<file path="src/rtl/seg7_message_player.sv">
// -----------------------------------------------------------------------------
// seg7_message_player
//
// Steps through a compile-time message of 5-bit glyph codes and drives one
// seven-segment digit. The tick rate, segment polarity and message length are
// configurable. Playback supports start, pause and one-shot control, and the
// block reports status.
//
// Optional feature macro: SEG7_MSG_GAP_EN
//   defined     : a blank GAP phase of one tick period follows every character,
//                 so each character costs two ticks.
//   not defined : characters are shown back-to-back, one tick each.
//
// Parameters
//   PRESCALE_W : prescaler width (>= 4); speed 0 ticks every 2^PRESCALE_W cycles
//   MSG_LEN    : number of message slots, 1..32
//   MSG        : packed message, slot i = MSG[5*i+4:5*i]
//   ACTIVE_LOW : 1 = common anode (all segment outputs inverted)
//
// Ports
//   clk      in  : clock
//   reset    in  : synchronous, active-high reset
//   start    in  : single-cycle pulse, (re)starts playback at slot 0
//   pause    in  : level, freezes prescaler, state and slot index
//   oneshot  in  : level, 1 = stop at end of message, 0 = loop
//   speed    in  : tick period is 2^(PRESCALE_W-speed) cycles
//   seg_out  out : {dp,g,f,e,d,c,b,a}, registered
//   char_idx out : current slot index, registered
//   busy     out : high while a character or gap is on display
//   done     out : one-cycle pulse at one-shot completion
// -----------------------------------------------------------------------------
module seg7_message_player #(
    parameter int                   PRESCALE_W = 22,
    parameter int                   MSG_LEN    = 16,
    parameter logic [MSG_LEN*5-1:0] MSG        = {MSG_LEN{5'h1F}},
    parameter bit                   ACTIVE_LOW = 1'b1
) (
    input  logic       clk,
    input  logic       reset,
    input  logic       start,
    input  logic       pause,
    input  logic       oneshot,
    input  logic [1:0] speed,
    output logic [7:0] seg_out,
    output logic [4:0] char_idx,
    output logic       busy,
    output logic       done
);

    localparam logic [1:0] ST_IDLE = 2'd0;
    localparam logic [1:0] ST_SHOW = 2'd1;
    localparam logic [1:0] ST_GAP  = 2'd2;
    localparam logic [1:0] ST_DONE = 2'd3;

    localparam logic [4:0] CODE_END  = 5'h1E;
    localparam logic [7:0] SEG_BLANK = ACTIVE_LOW ? 8'hFF : 8'h00;

`ifdef SEG7_MSG_GAP_EN
    localparam bit GAP_EN = 1'b1;
`else
    localparam bit GAP_EN = 1'b0;
`endif

    // Active-high glyph for a code; dp is always off.
    function automatic logic [7:0] glyph(input logic [4:0] code);
        logic [6:0] g;
        case (code)
            5'h00:   g = 7'h3F;
            5'h01:   g = 7'h06;
            5'h02:   g = 7'h5B;
            5'h03:   g = 7'h4F;
            5'h04:   g = 7'h66;
            5'h05:   g = 7'h6D;
            5'h06:   g = 7'h7D;
            5'h07:   g = 7'h07;
            5'h08:   g = 7'h7F;
            5'h09:   g = 7'h6F;
            5'h0A:   g = 7'h77;
            5'h0B:   g = 7'h7C;
            5'h0C:   g = 7'h39;
            5'h0D:   g = 7'h5E;
            5'h0E:   g = 7'h79;
            5'h0F:   g = 7'h71;
            5'h10:   g = 7'h76;   // H
            5'h11:   g = 7'h38;   // L
            5'h12:   g = 7'h73;   // P
            5'h13:   g = 7'h3E;   // U
            5'h14:   g = 7'h50;   // r
            5'h15:   g = 7'h54;   // n
            5'h16:   g = 7'h40;   // dash
            default: g = 7'h00;   // blank, including END
        endcase
        return {1'b0, g};
    endfunction

    // Message unpacked into a full 32-entry table. Slots beyond MSG_LEN read
    // as END so a 5-bit index never leaves the table and the "next slot is
    // END" test covers the end-of-message case for MSG_LEN < 32.
    logic [4:0] slot_code [32];

    genvar gi;
    generate
        for (gi = 0; gi < 32; gi++) begin : g_slot
            if (gi < MSG_LEN) begin : g_used
                assign slot_code[gi] = MSG[5*gi +: 5];
            end else begin : g_pad
                assign slot_code[gi] = CODE_END;
            end
        end
    endgenerate

    logic [1:0]            state_q,    state_d;
    logic [4:0]            idx_q,      idx_d;
    logic [PRESCALE_W-1:0] presc_q,    presc_d;
    logic [7:0]            seg_q,      seg_d;
    logic [4:0]            char_idx_q, char_idx_d;
    logic                  busy_q,     busy_d;
    logic                  done_q,     done_d;

    logic [PRESCALE_W-1:0] tick_mask;
    logic                  tick;
    logic [5:0]            next_n;
    logic                  next_wraps;

    // Tick when the low PRESCALE_W-speed bits of the prescaler are all ones.
    // The mask is recomputed every cycle, so a speed change applies from the
    // next wrap of the new width.
    always_comb begin
        tick_mask = {PRESCALE_W{1'b1}} >> speed;
        tick      = (presc_q & tick_mask) == tick_mask;
    end

    // Next slot is 6 bits wide so that n == 32 is representable.
    always_comb begin
        next_n     = {1'b0, idx_q} + 6'd1;
        next_wraps = (next_n == 6'(MSG_LEN)) || (slot_code[next_n[4:0]] == CODE_END);
    end

    always_comb begin
        state_d = state_q;
        idx_d   = idx_q;
        presc_d = presc_q;

        if (start) begin
            // Start wins over any tick in the same cycle.
            presc_d = '0;
            idx_d   = '0;
            state_d = (slot_code[0] == CODE_END) ? ST_DONE : ST_SHOW;
        end else begin
            if (!pause) begin
                presc_d = presc_q + PRESCALE_W'(1);
            end

            case (state_q)
                ST_SHOW, ST_GAP: begin
                    if (!pause && tick) begin
                        if (GAP_EN && state_q == ST_SHOW) begin
                            state_d = ST_GAP;
                        end else if (next_wraps) begin
                            // oneshot is only looked at here, at the advance.
                            if (oneshot) begin
                                state_d = ST_DONE;
                            end else begin
                                state_d = ST_SHOW;
                                idx_d   = '0;
                            end
                        end else begin
                            state_d = ST_SHOW;
                            idx_d   = next_n[4:0];
                        end
                    end
                end
                // DONE is left unconditionally so the done pulse is always a
                // single cycle, even if pause is held. char_idx keeps the last
                // slot shown.
                ST_DONE: state_d = ST_IDLE;
                default: ;
            endcase
        end
    end

    // Outputs are registered from the current state, giving one cycle of
    // latency from a state change to the pins.
    always_comb begin
        seg_d      = SEG_BLANK;
        char_idx_d = idx_q;
        busy_d     = (state_q == ST_SHOW) || (state_q == ST_GAP);
        done_d     = (state_q == ST_DONE);
        if (state_q == ST_SHOW) begin
            seg_d = ACTIVE_LOW ? ~glyph(slot_code[idx_q]) : glyph(slot_code[idx_q]);
        end
    end

    always_ff @(posedge clk) begin
        if (reset) begin
            state_q    <= ST_IDLE;
            idx_q      <= '0;
            presc_q    <= '0;
            seg_q      <= SEG_BLANK;
            char_idx_q <= '0;
            busy_q     <= 1'b0;
            done_q     <= 1'b0;
        end else begin
            state_q    <= state_d;
            idx_q      <= idx_d;
            presc_q    <= presc_d;
            seg_q      <= seg_d;
            char_idx_q <= char_idx_d;
            busy_q     <= busy_d;
            done_q     <= done_d;
        end
    end

    assign seg_out  = seg_q;
    assign char_idx = char_idx_q;
    assign busy     = busy_q;
    assign done     = done_q;

endmodule

</file>
<file path="config.mk">
export PLATFORM = sky130hd
export DESIGN_NAME = seg7_message_player
export DESIGN_NICKNAME = d
export VERILOG_FILES = /design/src/rtl/seg7_message_player.sv
export SDC_FILE = /design/constraint.sdc
export NUM_CORES = 1
export LEC_CHECK = 0
export ABC_AREA = 1
export CAP_MARGIN = 15
export CORE_MARGIN = 2
export CORE_UTILIZATION = 60
export CTS_BUF_LIST = sky130_fd_sc_hd__clkbuf_16
export CTS_CLUSTER_SIZE = 12
export DETAILED_ROUTE_END_ITERATION = 16
export PLACE_DENSITY = 0.84
export SYNTH_ARGS = -nofsm -noshare
export SYNTH_HDL_FRONTEND = slang
export SYNTH_SLANG_ARGS = --single-unit
</file>
<file path="constraint.sdc">
create_clock -name clk -period 3.7 [get_ports clk]
set_clock_uncertainty 0.1 [all_clocks]
set_input_delay 0.74 -clock clk [delete_from_list [all_inputs] [get_ports clk]]
set_output_delay 0.74 -clock clk [all_outputs]
set_load 0.1 [all_outputs]
</file>
Word level (Yosys, flattened, before mapping):

Memories as Yosys holds them, arrays and structs flattened.
Cells that the tools add are included.

* register bits: 44
* ROM bits: 544
* output and inout port bits: 15
* input bits: 7
* memories kept: 3

Memories
* (no name shown): words 32, bits a word 7, rd ports 1, clocked after memory_dff 0, wr ports 0, RTL line 67 `case (code)`
* (no name shown): words 32, bits a word 5, rd ports 1, clocked after memory_dff 0, wr ports 0, RTL line 190 `seg_d = ACTIVE_LOW ? ~glyph(slot_code[idx_q]) : glyph(slot_code[idx_q]);`
* (no name shown): words 32, bits a word 5, rd ports 1, clocked after memory_dff 0, wr ports 0, RTL line 136 `next_wraps = (next_n == 6'(MSG_LEN)) || (slot_code[next_n[4:0]] == CODE_END);`

* bitwise logic cells: 5
* equal/unequal tests: 9
* magnitude comparators: 2
* reduce and logical (&&, ||, !) cells: 12
* $add $sub $neg: 2
* muxes and demuxes: 12
* shifts and indexed selects: 1

Operators with widths (number)
* $mux W5: 6
* $add A22 B1 Y22 const B: 1
* $and A22 B22 Y22: 1
* $eq A22 B22 Y1: 1
* $shr A22 B2 Y22 const A: 1
* $ge A6 B6 Y1 const B: 2
* $not A5 Y6: 2
* $not A7 Y8: 1
* $mux W7: 1
* $add A5 B1 Y6 const B: 1
* $eq A6 B5 Y1 const B: 1
* $mux W2: 3
* $reduce_or A2 Y1: 3
* $eq A5 B5 Y1 const B: 1
* $eq A2 B2 Y1 const B: 2
* $ne A2 B2 Y1 const B: 2
* $pmux W2 S2: 1
* $reduce_and A2 Y1: 2
* $ne A3 B3 Y1 const B: 1
* $reduce_and A3 Y1: 1
* $reduce_bool A3 Y1: 1
* $eq A2 B1 Y1 const B: 1
* $logic_or A1 B1 Y1: 2
* $reduce_bool A2 Y1: 1
* other kinds (4): 4

Logic depth before layout (Yosys ltp):

Gate-level depths: netlist of the first run.

* depth after elaboration: 11
* gate-level depth with buffers: 10
* mapped depth without buffers: 10

Worst setup path before layout of the first run:

No wires, ideal clock.

* path kind: flip-flop to output port
* start point: reg busy_q (netlist: busy)
* end point: out busy
* required time: 2.860 ns
* cell stages (with the launch flop): 1
* buffers on the path: 0
* slack: 1.951 ns
* arrival: 0.909 ns
* cell sequence: dfxtp_1

RTL lines
* start: declaration: RTL line 117 `logic busy_q, busy_d;`
* start signal: assignment: RTL line 209 `busy_q <= busy_d;`
* end: declaration: RTL line 46 `output logic busy,`

No word-level cell between the ends.

Worst setup path in the final report of the first run:

* start point: reg char_idx_q[1] (netlist: char_idx[1])
* end point: out char_idx[1]

RTL lines
* start: declaration: RTL line 116 `logic [4:0] char_idx_q, char_idx_d;`
* start signal: assignment: RTL line 208 `char_idx_q <= char_idx_d;`
* end: declaration: RTL line 45 `output logic [4:0] char_idx,`

No word-level cell between the ends.

==> results of run 1 <==
synthesized netlist by cell type:
cell type,number
a211oi_1,1
a21oi_1,13
a21oi_2,1
and3_1,1
buf_1,1
buf_2,2
buf_4,8
clkinv_1,1
conb_1,1
dfxtp_1,36
ha_1,3
inv_1,36
inv_2,3
nand2_1,38
nand2_2,6
nand2_4,2
nand3_1,8
nand3_2,6
nand3_4,2
nand4_1,12
nand4_4,1
nor2_1,34
nor2_2,3
nor2_4,8
nor2_8,2
nor3_1,7
nor3_2,1
o21ai_0,6
o21ai_1,4
xnor2_1,1
xor2_1,5
worst register-to-register path, cell delays in order (launching register included):
cell	delay, ps
dfxtp_1	380
ha_1	220
inv_1	80
nor2_4	170
nand3_2	140
nor2_4	140
nand3_2	80
xor2_1	130
nor2_1	50
how the worst max path moves through the flow:
stage	to	depth (start not counted)	slack (ps)	from
after global routing	char_idx[1]	1	1100	char_idx[1]
after detailed placement	presc_q[14]	9	1230	pause
final	char_idx[1]	1	1140	char_idx[1]
after CTS	char_idx[1]	1	1130	char_idx[1]
after global placement	char_idx_d[2]	7	1270	pause
after floorplan	busy	0	1950	busy
logic make-up (layout without fill, tap and decap cells):
logic type | Yosys count | in the layout | share of synthesized area
compound gates | 25 | 25 | 0.06801
simple gates | 131 | 131 | 0.3944
fa+ha+maj | 3 | 3 | 0.01943
other cells | 1 | 8 | 0.001941
xor+xnor | 6 | 6 | 0.02720
flops | 36 | 36 | 0.3731
buf+inv | 51 | 61 | 0.1159
routing by layer:
| layer | up-vias | routed length, um | track usage |
|---|---|---|---|
| met5 | - | 0 | 0 |
| met4 | 0 | 33 | 0.05590 |
| met3 | 4 | 154 | 0.07676 |
| met2 | 40 | 1702 | 0.3794 |
| met1 | 712 | 1611 | 0.2814 |
| li1 | 820 | - | - |
state kept, by name, summed over array words and instances, names as in the netlist:
name and flops:
char_idx_d 5, char_idx 5, state_q 2, busy 1, presc_q 22, done 1
power groups by stage:
stage           logic, W  registers, W  clock network (W)
2_1_floorplan  0.0000573      0.000404                  0
3_3_place_gp   0.0000674      0.000400                  0
3_5_place_dp   0.0000679      0.000400                  0
4_1_cts        0.0000681      0.000392           0.000392
5_1_grt        0.0000725      0.000392           0.000412
6_report       0.0000681      0.000392           0.000383
cell type report:
class                           instances  area share
Multi-Input combinational cell        173      0.4584
Sequential cell                        36      0.3260
Inverter                               40     0.06791
Timing Repair Buffer                   14     0.06225
Clock buffer                            5     0.05659
Tap cell                               44     0.02490
Clock inverter                          2    0.003962
placed cells by master (no fill, tap or decap), drive strengths merged, types with 5 or more instances in the layout:
cell type / netlist / layout
conb: 1 / 8
clkbuf: 0 / 5
dfxtp: 36 / 36
o21ai: 10 / 10
clkdlybuf4s50: 0 / 13
nand4: 13 / 13
a21oi: 14 / 14
inv: 39 / 40
nand2: 46 / 46
xor2: 5 / 5
nand3: 16 / 16
nor3: 8 / 8
nor2: 47 / 47
stage by stage:
stage | utilization | std cells | hold WS (ps)
6_report | 0.7242 | 314 | 357.0
5_1_grt | 0.7242 | 314 | 374.5
4_1_cts | 0.7242 | 314 | 362.0
3_5_place_dp | 0.6803 | 307 | 355.4
3_3_place_gp | 0.6803 | 307 | 335.6
2_1_floorplan | - | 260 | 327.6
==> flow_summary.json, run 1 <==
{
  "final_area_sq_mm": 0.002211,
  "core_area_sq_mm": 0.003053,
  "critPathSlowestCell": "clkdlybuf4s50_1",
  "firstDrtPassIters": 4,
  "period_share": 0.6910,
  "synth_top_area_cell": "dfxtp_1",
  "start_util": 0.6328,
  "wl_per_cell_um": 11.15,
  "root_buffer": "clkbuf_16",
  "max_cap_viol_count": 0,
  "totalWireLength_mm": 3.502,
  "r2r_start": "presc_q[0]",
  "clk_latency_ps": 280,
  "cts_resized": 0,
  "crit_arrival_ps": 1720,
  "ys_seq_area_frac": 0.3731,
  "end_kind": "primary output",
  "synth_top_area_share": 0.3731,
  "critPathMaxStageDelay_ps": 1130,
  "period_minus_slack_ps": 2557,
  "start_kind": "flip-flop",
  "place_hpwl_mm": 2.560,
  "intPower_w": 0.0006436,
  "power.share.switching": 0.2366,
  "p_sw_w": 0.0001995,
  "power.total_w": 0.0008431,
  "holdBufCountCts": 0,
  "fp.dieH_um": 60.74,
  "synth_area_leaders": "dfxtp_1 37%, nand2_1 7.4%, inv_1 7.0%",
  "dpl_worst_slack_ps": 1233,
  "synth_area_per_cell_sq_um": 7.636,
  "io_pins": 22,
  "tightestPinTransition_ps": 968.4,
  "tritoncts": "done",
  "cp_data_required_time_ps": 2860,
  "h-tree-depth": 2,
  "syn_inst": 253,
  "r2r_cells": 8,
  "relSlewSlack": 0.3524,
  "fin_tns_setup_ps": 0,
  "ys_seq_elements": 36,
  "drive_above_1_share": 0.1556,
  "cts_made_buffers": 5,
  "place_area_sq_mm": 0.002077,
  "seqPwrFrac": 0.465,
  "r2r_end": "presc_q[20]",
  "gr-total-overflow": 0,
  "drc_errors": 0,
  "finalMaxSlewViolations": 0,
  "r2r_slack_ps": 2060,
  "port_buffers": 13,
  "hold_path_depth": 2,
  "die_x_um": 60.74,
  "ant_nets": 0,
  "synthToLayoutAreaGrowth_pct": 14.44,
  "critPathMaxFanout": 1,
  "num_vias": 1576,
  "antenna_cells": 0,
  "rsz0062_at_grt": "false",
  "grt_pass1_wl_mm": 6.196,
  "fillerInstances": 261,
  "seqCellArea_sq_um": 720.7,
  "gp_congestion": 0.8254,
  "final_nets": 280,
  "setup_violations": 0,
  "fmax_mhz": 391.2,
  "row_count": 20,
  "crit_chain": "clkdlybuf4s50_1",
  "grtUsageTotal": 0.2265,
  "drt_first_iter_violations": 96,
  "crit_buf_inv": 1,
  "synth_warnings": 0,
  "whs_endpoint": "presc_q[14]",
  "setup_ws_ps": 1143,
  "grt_max_degree": 16,
  "crit_type": "flip-flop to primary output",
  "peakVddDrop_v": 0.0002882,
  "synth_cell_type_count": 31,
  "synth_area_sq_mm": 0.001932,
  "cp_top_family": "buffers and inverters",
  "hold_viol_final": 0,
  "antenna_found_initial": 0,
  "die_area_sq_mm": 0.003689,
  "clkTransAtPathRegs_ps": 50,
  "clock-sinks": 36,
  "power.density_mw_per_mm2": 381.4,
  "hold_start": "presc_q[14]",
  "grt_pass1_vias": 1467,
  "avgViaCountPerCell": 5.019,
  "combPwrFrac": 0.081,
  "power.share.clock": 0.454,
  "hold_path_class": "flip-flop to flip-flop",
  "leakagePower_nw": 0.9100,
  "clk_path_buf_depth": 2,
  "postCtsSetupBuffers": 0,
  "multi_input_area_sq_mm": 0.001013,
  "status": "complete, no violations"
}
Power figures use the tool's default switching activity.
==> run 2, diff against run 1 <==
CORE_UTILIZATION = 55   (was 60)
PLACE_DENSITY = 0.78   (was 0.84)
clock period = 2.6 ns   (was 3.7 ns; I/O delays follow)
==> flow_summary.json, run 2 (synthesis gave the netlist of run 1 again) <==
{
  "layoutNonFillerInstCount": 317,
  "drive_above_1_share": 0.1882,
  "leakagePower_nw": 0.9331,
  "port_buffers": 13,
  "gr-total-overflow": 0,
  "cp_data_required_time_ps": 2720,
  "dp_cells": 309,
  "clk_latency_ps": 280,
  "cts_resized": 0,
  "regMostFlops": "presc_q",
  "crit_top_cell": "inv_2",
  "postCtsSetupBuffers": 0,
  "largest_register_ffs": 22,
  "antenna_cells": 0,
  "power.density_mw_per_mm2": 596.6,
  "clkTransAtPathRegs_ps": 50,
  "fp.dieH_um": 63.27,
  "r2r_slack_ps": 960,
  "drc_errors": 0,
  "critPathMaxStageDelay_ps": 550,
  "start_util": 0.5744,
  "fin_tns_setup_ps": 0,
  "start_kind": "primary input",
  "crit_type": "primary input to flip-flop",
  "antenna_found_initial": 0,
  "avgViaCountPerCell": 4.924,
  "rsz0062_at_grt": "false",
  "post-route-util": 0.6629,
  "grt_pass1_wl_mm": 6.251,
  "relSlewSlack": 0.6408,
  "hold_path_depth": 2,
  "r2r_end": "char_idx_d[2]",
  "tritoncts": "done",
  "die_x_um": 63.27,
  "period_share": 0.7260,
  "setup_ws_ps": 712.5,
  "crit_chain": "clkdlybuf4s50_1 -> inv_2 -> nand3_2 -> inv_2 -> nand2_2 -> nor2_4 -> and3_1 -> nand2_1 -> a21oi_1",
  "period_minus_slack_ps": 1888,
  "holdBufCountCts": 0,
  "wl_per_cell_um": 11.42,
  "setup_violations": 0,
  "cp_top_family": "buffers and inverters",
  "critPathSlowestCell": "clkdlybuf4s50_1",
  "r2r_start": "presc_q[0]",
  "finalMaxSlewViolations": 0,
  "num_vias": 1561,
  "root_buffer": "clkbuf_16",
  "grtUsageTotal": 0.2016,
  "cts_made_buffers": 5,
  "synthToLayoutAreaGrowth_pct": 15.41,
  "place_hpwl_mm": 2.542,
  "end_kind": "flip-flop",
  "hold_viol_final": 0,
  "final_cell_mix": "38 x nand2_1, 36 x inv_1, 36 x dfxtp_1",
  "final_nets": 280,
  "crit_arrival_ps": 2000,
  "h-tree-depth": 2,
  "layout_commonest_cell": "nand2_1",
  "gp_congestion": 0.8640,
  "hold_path_class": "flip-flop to flip-flop",
  "totalWireLength_mm": 3.621,
  "drt_first_iter_violations": 83,
  "clk_path_buf_depth": 2,
  "core_area_sq_mm": 0.003363,
  "peakVddDrop_v": 0.0004381,
  "clock-sinks": 36,
  "grt_pass1_vias": 1422,
  "dpl_worst_slack_ps": 424.1,
  "r2r_cells": 8,
  "firstDrtPassIters": 4,
  "crit_buf_inv": 3,
  "status": "complete, no violations",
  "row_count": 21,
  "crit_end": "presc_q[14]",
  "fmax_mhz": 529.8,
  "grt_max_degree": 16,
  "io_pins": 22,
  "cp-startpoint": "pause",
  "die_area_sq_mm": 0.004002,
  "ant_nets": 0,
  "tightestPinTransition_ps": 538.2,
  "critPathMaxFanout": 6,
  "max_cap_viol_count": 0,
  "cp.depth": 9
}
-- run 2: changes by cell type in the layout (fill, tap and decap cells not counted) --
cell,delta
buf_4,+7
bufinv_16,+1
clkdlybuf4s50_1,-7
clkinvlp_4,+1
inv_1,-1
-- run 2: final cells by class --
cell class,instances,area [sq um]
fill,283,1134
multi-input combinational,173,1013
sequential,36,720.7
inverter,40,150.1
clock buffer,5,125.1
timing repair buffer,14,120.1
tap,46,57.56
clock inverter,3,42.54
-- run 2: per-stage QoR --
step                      power [W]  cell area [sq um]  hold slack [ps]
after floorplan           0.0006560               1958            327.6
after global placement    0.0006650               2062            339.7
after detailed placement  0.0006651               2062            346.7
after CTS                  0.001340               2230            355.0
after global routing       0.001376               2230            380.8
final                      0.001330               2230            352.9
-- run 2: layer usage --
metal / track usage / wire length, um / vias up
met5: 0 / 0 / -
met4: 0.07880 / 53 / 0
met3: 0.06071 / 156 / 6
met2: 0.3324 / 1703 / 26
met1: 0.2464 / 1708 / 698
li1: - / - / 831
-- run 2: worst reg2reg max path: stages (launching register included) --
cell	delay, ps
dfxtp_1	390
ha_1	220
inv_1	90
nor2_4	170
nand3_4	110
nor2_8	150
nand3_2	130
o21ai_1	140
nor2_1	50
-- run 2: how the worst min path moves through the flow --
stage | startpoint | endpoint | slack, ps
detailed placement | presc_q[14] | presc_q[14] | 350
finish | presc_q[14] | presc_q[14] | 350
global route | presc_q[14] | presc_q[14] | 380
CTS | presc_q[14] | presc_q[14] | 350
global placement | presc_q[14] | presc_q[14] | 340
floorplan | presc_q[14] | presc_q[14] | 330
-- run 2: power breakdown --
| part | switching (W) | total [W] | internal, W |
|---|---|---|---|
| clock | 0.000227 | 0.000677 | 0.000450 |
| sequential | 0.00000206 | 0.000557 | 0.000555 |
| combinational | 0.0000794 | 0.0000963 | 0.0000169 |
